==> config.mk <==
export PLATFORM = sky130hd
export DESIGN_NAME = multicycle_ctrl
export DESIGN_NICKNAME = d
export VERILOG_FILES = /design/src/rtl/multicycle_ctrl.sv
export SDC_FILE = /design/constraint.sdc
export NUM_CORES = 1
export LEC_CHECK = 0
export BUFFER_PORTS_ARGS = -buffer_cell sky130_fd_sc_hd__buf_2
export CAP_MARGIN = 20
export CORE_MARGIN = 3
export CORE_UTILIZATION = 40
export CTS_CLUSTER_SIZE = 10
export DETAILED_ROUTE_END_ITERATION = 6
export MAX_ROUTING_LAYER = met4
export PLACE_DENSITY = 0.75
export SETUP_SLACK_MARGIN = 0.02
export SYNTH_ARGS = -nofsm -noshare
export SYNTH_HDL_FRONTEND = slang
export SYNTH_SLANG_ARGS = --single-unit
==> constraint.sdc <==
create_clock -name clk -period 1.2 [get_ports clk]
set_clock_uncertainty 0.15 [all_clocks]
set_input_delay 0.12 -clock clk [delete_from_list [all_inputs] [get_ports clk]]
set_output_delay 0.12 -clock clk [all_outputs]
set_load 0.01 [all_outputs]
==> src/rtl/multicycle_ctrl.sv <==
// Main control FSM for the multicycle MIPS datapath: sequences fetch/decode/
// execute/memory/writeback and drives every datapath select and write enable.
module multicycle_ctrl #(
    parameter logic [5:0] OP_RTYPE = 6'b000000,
    parameter logic [5:0] OP_LW    = 6'b100011,
    parameter logic [5:0] OP_SW    = 6'b101011,
    parameter logic [5:0] OP_BEQ   = 6'b000100,
    parameter logic [5:0] OP_J     = 6'b000010,
    parameter logic [5:0] OP_ADDI  = 6'b001000
) (
    input  logic       clk,
    input  logic       rst,
    input  logic [5:0] opcode,
    input  logic       mem_ready,
    output logic       pc_write,
    output logic       pc_write_cond,
    output logic       i_or_d,
    output logic       mem_read,
    output logic       mem_write,
    output logic       ir_write,
    output logic       mem_to_reg,
    output logic       reg_dst,
    output logic       reg_write,
    output logic       alu_src_a,
    output logic [1:0] alu_src_b,
    output logic [1:0] aluop,
    output logic [1:0] pc_source,
    output logic       illegal_op,
    output logic [3:0] state
);

    typedef enum logic [3:0] {
        FETCH     = 4'd0,
        DECODE    = 4'd1,
        MEM_ADDR  = 4'd2,
        MEM_READ  = 4'd3,
        MEM_WB    = 4'd4,
        MEM_WRITE = 4'd5,
        EXECUTE   = 4'd6,
        R_WB      = 4'd7,
        BRANCH    = 4'd8,
        JUMP      = 4'd9,
        ADDI_EX   = 4'd10,
        ADDI_WB   = 4'd11
    } state_t;

    state_t state_q, state_d;
    logic   supported;

    assign supported = (opcode == OP_RTYPE) || (opcode == OP_LW) || (opcode == OP_SW) ||
                       (opcode == OP_BEQ)   || (opcode == OP_J)  || (opcode == OP_ADDI);

    always_ff @(posedge clk) begin
        if (rst) state_q <= FETCH;
        else     state_q <= state_d;
    end

    always_comb begin
        state_d = FETCH;
        case (state_q)
            FETCH:     state_d = mem_ready ? DECODE : FETCH;
            DECODE: begin
                if      (opcode == OP_LW || opcode == OP_SW) state_d = MEM_ADDR;
                else if (opcode == OP_RTYPE)                 state_d = EXECUTE;
                else if (opcode == OP_BEQ)                   state_d = BRANCH;
                else if (opcode == OP_J)                     state_d = JUMP;
                else if (opcode == OP_ADDI)                  state_d = ADDI_EX;
                else                                         state_d = FETCH;
            end
            MEM_ADDR:  state_d = (opcode == OP_LW) ? MEM_READ : MEM_WRITE;
            MEM_READ:  state_d = mem_ready ? MEM_WB : MEM_READ;
            MEM_WRITE: state_d = mem_ready ? FETCH : MEM_WRITE;
            EXECUTE:   state_d = R_WB;
            ADDI_EX:   state_d = ADDI_WB;
            default:   state_d = FETCH;
        endcase
    end

    // Reset gates every output so an interrupted instruction cannot write.
    always_comb begin
        pc_write      = 1'b0;
        pc_write_cond = 1'b0;
        i_or_d        = 1'b0;
        mem_read      = 1'b0;
        mem_write     = 1'b0;
        ir_write      = 1'b0;
        mem_to_reg    = 1'b0;
        reg_dst       = 1'b0;
        reg_write     = 1'b0;
        alu_src_a     = 1'b0;
        alu_src_b     = 2'b00;
        aluop         = 2'b00;
        pc_source     = 2'b00;
        illegal_op    = 1'b0;
        state         = '0;
        if (!rst) begin
            state = state_q;
            case (state_q)
                FETCH: begin
                    mem_read  = 1'b1;
                    alu_src_b = 2'b01;
                    ir_write  = mem_ready;
                    pc_write  = mem_ready;
                end
                DECODE: begin
                    alu_src_b  = 2'b11;
                    illegal_op = !supported;
                end
                MEM_ADDR: begin
                    alu_src_a = 1'b1;
                    alu_src_b = 2'b10;
                end
                MEM_READ: begin
                    mem_read = 1'b1;
                    i_or_d   = 1'b1;
                end
                MEM_WB: begin
                    mem_to_reg = 1'b1;
                    reg_write  = 1'b1;
                end
                MEM_WRITE: begin
                    mem_write = 1'b1;
                    i_or_d    = 1'b1;
                end
                EXECUTE: begin
                    alu_src_a = 1'b1;
                    aluop     = 2'b10;
                end
                R_WB: begin
                    reg_dst   = 1'b1;
                    reg_write = 1'b1;
                end
                BRANCH: begin
                    alu_src_a     = 1'b1;
                    aluop         = 2'b01;
                    pc_write_cond = 1'b1;
                    pc_source     = 2'b01;
                end
                JUMP: begin
                    pc_write  = 1'b1;
                    pc_source = 2'b10;
                end
                ADDI_EX: begin
                    alu_src_a = 1'b1;
                    alu_src_b = 2'b10;
                end
                ADDI_WB: begin
                    reg_write = 1'b1;
                end
                default: ;
            endcase
        end
    end

endmodule
# Word level (Yosys, flattened, before mapping)
# Index checks and enable logic that the tools add are counted.
dict set report word_totals {
  wordCells 70
  ff_bits 4
  inputBits 9
}
dict set report classes {
  mux 39
  reduce_logical 14
  n_eq_ne 16
}
# cell n
set op_table {}
lappend op_table {{$pmux W4 S7} 1}
lappend op_table {{$mux W4} 6}
lappend op_table {{$mux W1} 22}
lappend op_table {{$eq A4 B3 Y1 const B} 4}
lappend op_table {{$eq A4 B4 Y1 const B} 4}
lappend op_table {{$eq A6 B6 Y1 const B} 2}
lappend op_table {{$mux W3} 3}
lappend op_table {{$eq A4 B2 Y1 const B} 2}
lappend op_table {{$pmux W2 S2} 2}
lappend op_table {{$eq A6 B2 Y1 const B} 1}
lappend op_table {{$eq A6 B3 Y1 const B} 1}
lappend op_table {{$eq A6 B4 Y1 const B} 1}
lappend op_table {{$logic_not A6 Y1} 1}
lappend op_table {{$logic_or A1 B1 Y1} 6}
lappend op_table {{$mux W2} 3}
lappend op_table {{$pmux W2 S3} 1}
lappend op_table {{$reduce_or A2 Y1} 3}
lappend op_table {{$eq A4 B1 Y1 const B} 1}
lappend op_table {{$logic_not A4 Y1} 1}
lappend op_table {{$reduce_or A4 Y1} 1}
lappend op_table {{$reduce_or A3 Y1} 1}
lappend op_table {{$pmux W1 S2} 1}
lappend op_table {{$logic_not A1 Y1} 1}

# Logic depth before layout (Yosys ltp)
# Gate-level depths: netlist of the first run.
dict set report logic_depth {
  word_depth 9
  ltp_mapped 4
}

# Worst setup path after synthesis of the first run
# OpenSTA, ideal clock, no wires.
dict set report synth_timing {
  kind {flip-flop to output port}
  start {reg state_q[1]}
  end {out pc_source[0]}
  required_ps 930
  arrival_time_ps 1296
  slack_ps -366
  stages_incl_launch_ff 4
  path_buffers 2
  cell_sequence {dfxtp_1 buf_4 nor4_1 buf_4}
}
dict set report synth_between {
  elab_chain_cells 3
}
# item line
set synth_rtl {}
lappend synth_rtl {{start, declared} 47} ;# state_t state_q, state_d;
lappend synth_rtl {{start signal, assigned} 55} ;# else state_q <= state_d;
lappend synth_rtl {{$eq A4 B4 Y1} 98} ;# case (state_q)
lappend synth_rtl {{$pmux W2 S2 *} 98}
lappend synth_rtl {{$mux W2 *} 96} ;# if (!rst) begin
lappend synth_rtl {{end, declared} 27} ;# output logic [1:0] pc_source,
# Every way passes the cells marked *; elsewhere a longest branch is shown, timed or not.

# Worst setup path after layout of the first run
dict set report layout_timing {
  start {reg state_q[1]}
  end {out illegal_op}
}
dict set report layout_between {
  elab_chain_cells 3
}
# item line
set layout_rtl {}
lappend layout_rtl {{$eq A4 B1 Y1} 98}
lappend layout_rtl {{$mux W1} 98}
lappend layout_rtl {{$mux W1} 96}
lappend layout_rtl {{end, declared} 28} ;# output logic illegal_op,
# No other way between the ends.

==> results of run 1 <==
==> cell usage after synthesis, types with 3 or more instances <==
cell type and instances:
nor2_1 9, nor3_1 9, nor4_1 6, a21oi_1 5, dfxtp_1 4, nand2_1 4
a31oi_1 3, buf_4 3, nand2b_1 3, nor2b_1 3, o21ai_0 3, o21bai_1 3
==> per-stage QoR <==
stage,std cells,cell area (um2)
final,158,1230
after global routing,158,1230
after CTS,156,1130
after detailed placement,147,963
after global placement,147,963
after floorplan,85,668
==> kinds of logic (layout without fill, tap and decap cells) <==
kind of cell / Yosys count / count (layout)
xor gates and xnor gates: 2 / 2
DFF: 4 / 4
AOI/OAI and AO/OA: 23 / 23
buffers and inverters: 7 / 65
and+or+nand+nor: 49 / 49
==> critical path: stages (launching register included) <==
cell and delay, ps:
dfxtp_4 370, nand2b_4 170, nor2_4 110, nand2_2 80, and3b_2 250, buf_6 100
==> timing repair <==
action,in CTS,in global routing
resized for setup,26,20
setup buffers,6,2
pin swaps,1,6
endpoints found under the setup margin,24,25
hold buffers,0,0
==> worst min-delay path by stage <==
stage          slack, ps                     to  depth (start not counted)  startpoint
2_1_floorplan        170  state_q[3]$_SDFF_PP0_                          3         rst
3_5_place_dp         340  state_q[1]$_SDFF_PP0_                          4   opcode[4]
3_3_place_gp         350  state_q[1]$_SDFF_PP0_                          4   opcode[4]
6_report             130  state_q[1]$_SDFF_PP0_                          4   opcode[4]
5_1_grt              160  state_q[1]$_SDFF_PP0_                          4   opcode[4]
4_1_cts               80  state_q[1]$_SDFF_PP0_                          4   opcode[4]
==> metal layers <==
metal,wire length (um),global-route usage [%],share of wire [%]
met4,112,15.1,3.8
met5,0,-,0
met1,1110,29.6,38
met2,1500,47.3,51
met3,193,5.69,6.6
==> where the power goes <==
group / total, uW / leakage, uW / switching, uW / internal, uW
sequential: 141 / 0.0000355 / 10.5 / 130
combinational: 237 / 0.000492 / 122 / 115
clock: 180 / 0.0000138 / 67.0 / 113
==> layout make-up <==
class	count	share of cell area (%)
timing repair buffer	62	38.0
sequential	4	7.72
multi-input combinational	74	50.9
clock buffer	3	1.83
tap	15	1.52
==> summary.md, run 1 <==
| Metric | Value |
|---|---|
| Core Area | 1350 um2 |
| P per Cell Area | 453 nW/um2 |
| Synth Flop Type | dfxtp_1 |
| Max-Cap Viols | 0 |
| Root Buffer | clkbuf_4 |
| Register bit count reported by yosys | 4 |
| Setup crit end | illegal_op |
| Synth top area share | 13.4% |
| Sequential area share after synthesis | 13.4% |
| Reg2reg path depth | 6 |
| Final TNS setup | -7270 ps |
| Gate Count Post-Synth | 85 |
| Leakage power | 0.000541 uW |
| Worst EP required | 930 ps |
| Area leader, netlist | dfxtp_1 |
| Fmax | 622 MHz |
| Worst slack at placement | -185 ps |
| DRT antenna net count | 0 |
| Min-Delay Path Class | in -> reg |
| Residual DRC | 0 |
| Run status | finished with violations |
| IO Pins | 30 |
| Peak VDD IR | 0.456 mV |
| Post-Syn Nets | 94 |
| Nature of the critical path startpoint | register |
| Final Total Pwr | 557 uW |
| CTS tree | yes |
| Largest family of logic cells by synthesized area | simple AND/OR/NAND/NOR gates |
| Via count | 993 |
| Asr flop ratio synth | 0% |
| Layout Area Growth over Synthesis | 106% |
| First-pass GRT wire length | 3950 um |
| Setup ws final | -409 ps |
| Most frequent cells in the layout | 26 x buf_2, 20 x buf_4, 14 x buf_6, 5 x a21oi_1 |
| Worst slew pin tran | 355 ps |
| Cell Area, Synth | 598 um2 |
| Final nets | 154 |
| Vias in the first global route | 875 |
| Final worst path period share | 134% |
| GRT Util Overall | 27.8% |
| Largest cells by area after synthesis | dfxtp_1 13%, nor3_1 7.5%, nor4_1 6.3% |
| Worst-path clk slew | 40 ps |
| Register area | 95.1 um2 |
| GP Congestion | 0.904 |
| Critical path class | reg -> out |
| Worst hold margin | 131 ps |
| Synth Area in Adders | 0% |
| WL/cell | 18.5 um |
| Utilization after layout | 91.2% |
| Fin crit period | 1610 ps |
| Sinks on Clock Net | 4 |
| Max reg flops | 4 |
| Worst-skew pair later-pin latency | 250 ps |
| Worst R2R Setup Slack | -330 ps |
| Initial antenna violation count | 0 |
| Die Span Y | 44.7 um |
| R2r endpoint | state_q[0]$_SDFF_PP0_ |
| # rows | 13 |
| First-pass DRT Iterations | 4 |
| XOR/XNOR Fraction of Synth Area | 2.93% |
| Port-buffer cells | 29 |
| Fillers | 62 |
| Arrival @ worst endpoint | 1340 ps |
| Failing checks | negative setup slack |
| Via density | 6.28 |
| Largest net degree at the start of global routing | 11 |
| Worst Path Max Fanout | 6 |
| Overflow left after global routing | 0 |
| Total CTS buffers | 3 |
| Simple-gate portion of the synthesized area | 49.4% |
| Synthesized area per cell | 7.04 um2 |
| H-tree depth | 1 |
| Unrepaired setup endpoints after global routing | true |
| Die width | 44.7 um |
| EDFF count, synth | 0 |
| Post-synthesis mux area share | 0% |
| # diodes | 0 |
| Die area | 1990 um2 |
| Dpl hpwl | 1580 um |
| Iter 0 DRT Violations | 41 |
| CP endpoint kind | output pin |
| Count of final setup violators | 25 |
| Synth cell types | 34 |
| Clock Path Buffers | 2 |
| Most common cell after layout, fill and taps aside | buf_2 |
| Multi-input logic area | 627 um2 |
| Top reg by flops | state_q |
| Final number of max-transition violations | 0 |
| Top flop regs | state_q: 4 flops |
| Compound-Gate Fraction of Synth Area | 27.6% |
| Final Hold Fails | 0 |
| Final WL | 2920 um |
| Slew HR | 76.2% |
| YS warnings | 0 |
| Initial Util | 44.3% |
| Critical path launch point | state_q[1]$_SDFF_PP0_ |
| RR Startpoint | state_q[3]$_SDFF_PP0_ |
| Share of cells above drive strength 1 | 70.6% |
No activity file was read; power rests on OpenSTA's default activity.
==> run 2, diff against run 1 <==
CORE_UTILIZATION = 44   (was 40)
PLACE_DENSITY = 0.78   (was 0.75)
clock period = 1.5 ns   (was 1.2 ns; I/O delays follow)
==> run 2 against run 1 <==
The run still ends with negative setup slack left. Combinational power fell by 32%. Clock power fell by 18%. Sequential share of layout area rose by 1.2 points. Total power fell by 25%. Largest power group unchanged.
==> summary.md, run 2 (synthesized netlist as in run 1, its figures left out) <==
| Metric | Value |
|---|---|
| Iter 0 DRT Violations | 46 |
| GP Congestion | 0.906 |
| Final number of max-transition violations | 0 |
| Core Area | 1190 um2 |
| Critical path class | reg -> out |
| Top flop regs | state_q: 4 flops |
| RR Startpoint | state_q[3]$_SDFF_PP0_ |
| Worst Hold End | state_q[0]$_SDFF_PP0_ |
| Setup ws final | -247 ps |
| DP Area | 825 um2 |
| Arrival @ worst endpoint | 1450 ps |
| DRT antenna net count | 0 |
| Leakage power | 0.000483 uW |
| Worst path cell trace | buf_6 -> nor3b_2 -> a21oi_1 -> nor4_1 -> buf_2 |
| Design Area, Final | 1060 um2 |
| GRT Util Overall | 26.1% |
| Die area | 1840 um2 |
| Worst slack at placement | -9.05 ps |
| Largest net degree at the start of global routing | 19 |
| First-pass DRT Iterations | 4 |
| Layout Area Growth over Synthesis | 77.8% |
| Worst hold margin | 112 ps |
| Worst-skew pair later-pin latency | 250 ps |
| Port-buffer cells | 29 |
| Nature of the critical path startpoint | register |
| First-pass GRT wire length | 3580 um |
| Count of final setup violators | 17 |
| Fin crit period | 1750 ps |
| P per Cell Area | 393 nW/um2 |
| Most frequent cells in the layout | 29 x buf_2, 12 x buf_4, 6 x buf_6 |
| Die Span Y | 42.9 um |
| Unrepaired setup endpoints after global routing | true |
| # diodes | 0 |
| Via count | 1000 |
| Final Hold Fails | 0 |
| Most common cell after layout, fill and taps aside | buf_2 |
| WL/cell | 19.7 um |
| Worst-path clk slew | 50 ps |
| H-tree depth | 1 |
| Final worst path period share | 116% |
| Vias in the first global route | 779 |
| Worst Path Max Fanout | 7 |
| Final nets | 143 |
| Max-Cap Viols | 0 |
| Via density | 6.85 |
| Worst path slowest cell | dfxtp_4 |
| Peak VDD IR | 0.449 mV |
| Residual DRC | 0 |
| Failing checks | negative setup slack |
| R2r endpoint | state_q[1]$_SDFF_PP0_ |
| Sinks on Clock Net | 4 |
| # rows | 12 |
| Root Buffer | clkbuf_4 |
| Fmax | 572 MHz |
| Run status | finished with violations |
| Reg2reg path depth | 4 |
| Max reg flops | 4 |
| Top reg by flops | state_q |
| Hold Path Origin | rst |
| Final WL | 2880 um |
| Clock Path Buffers | 2 |
| Total CTS buffers | 3 |
| Worst slew pin tran | 354 ps |
| Initial Util | 50.4% |
| CTS tree | yes |
| Hold Path Stages | 3 |
| Slew HR | 76.1% |
| IO Pins | 30 |
| Worst EP required | 1200 ps |
| CP endpoint kind | output pin |
| Overflow left after global routing | 0 |
| Initial antenna violation count | 0 |
| Share of cells above drive strength 1 | 60.6% |
| CP peak stage delay | 370 ps |
| Dpl hpwl | 1440 um |
| Worst R2R Setup Slack | 0 ps |
| Min-Delay Path Class | in -> reg |
| Die width | 42.9 um |
[run 2: metrics by stage]
step	instances	utilization [%]	power (uW)	setup TNS, ps
final	146	89.7	418	-1770
after global routing	146	89.7	440	-2630
after CTS	141	78.5	391	-760
after detailed placement	134	69.5	235	-9.05
after global placement	134	69.5	231	0
after floorplan	85	-	183	0
[run 2: what timing repair did]
item	CTS	global route
hold endpoints to repair	1	1
pin swaps	3	3
resized for setup	19	19
setup endpoints to repair	20	18
setup buffers	4	3
gates cloned	0	1
[run 2: final cells by class]
cell class,instances,area [um2]
Fill cell,57,123
Timing Repair Buffer,51,358
Tap cell,14,17.5
Multi-Input combinational cell,74,571
Sequential cell,4,95.1
Clock buffer,3,22.5
[run 2: how the worst max path moves through the flow]
stage,startpoint,end,cells after the start
5_1_grt,state_q[3]$_SDFF_PP0_,pc_write,5
3_3_place_gp,state_q[0]$_SDFF_PP0_,illegal_op,5
6_report,state_q[3]$_SDFF_PP0_,pc_write,5
3_5_place_dp,state_q[1]$_SDFF_PP0_,state_q[1]$_SDFF_PP0_,5
4_1_cts,state_q[0]$_SDFF_PP0_,reg_write,4
2_1_floorplan,state_q[1]$_SDFF_PP0_,pc_source[0],3
[run 2: metal layers]
layer	global-route usage [%]	wire length, um	vias to the layer above
met3	8.05	242	22
met2	45.5	1460	82
met5	-	0	-
li1	-	-	422
met4	11.8	167	0
met1	26.3	1010	474
[run 2: report_power, final]
part	internal, uW	switching (uW)	total [uW]
Combinational	70.3	89.5	160
Sequential	104	5.95	110
Clock	90.4	57.6	148
[run 2: critical path: cells and delay by family (launching register included)]
kind	cells	cell delay (ps)
buffers and inverters	2	340
AOI/OAI and AO/OA	1	60
and+or+nand+nor	2	430
DFF	1	370
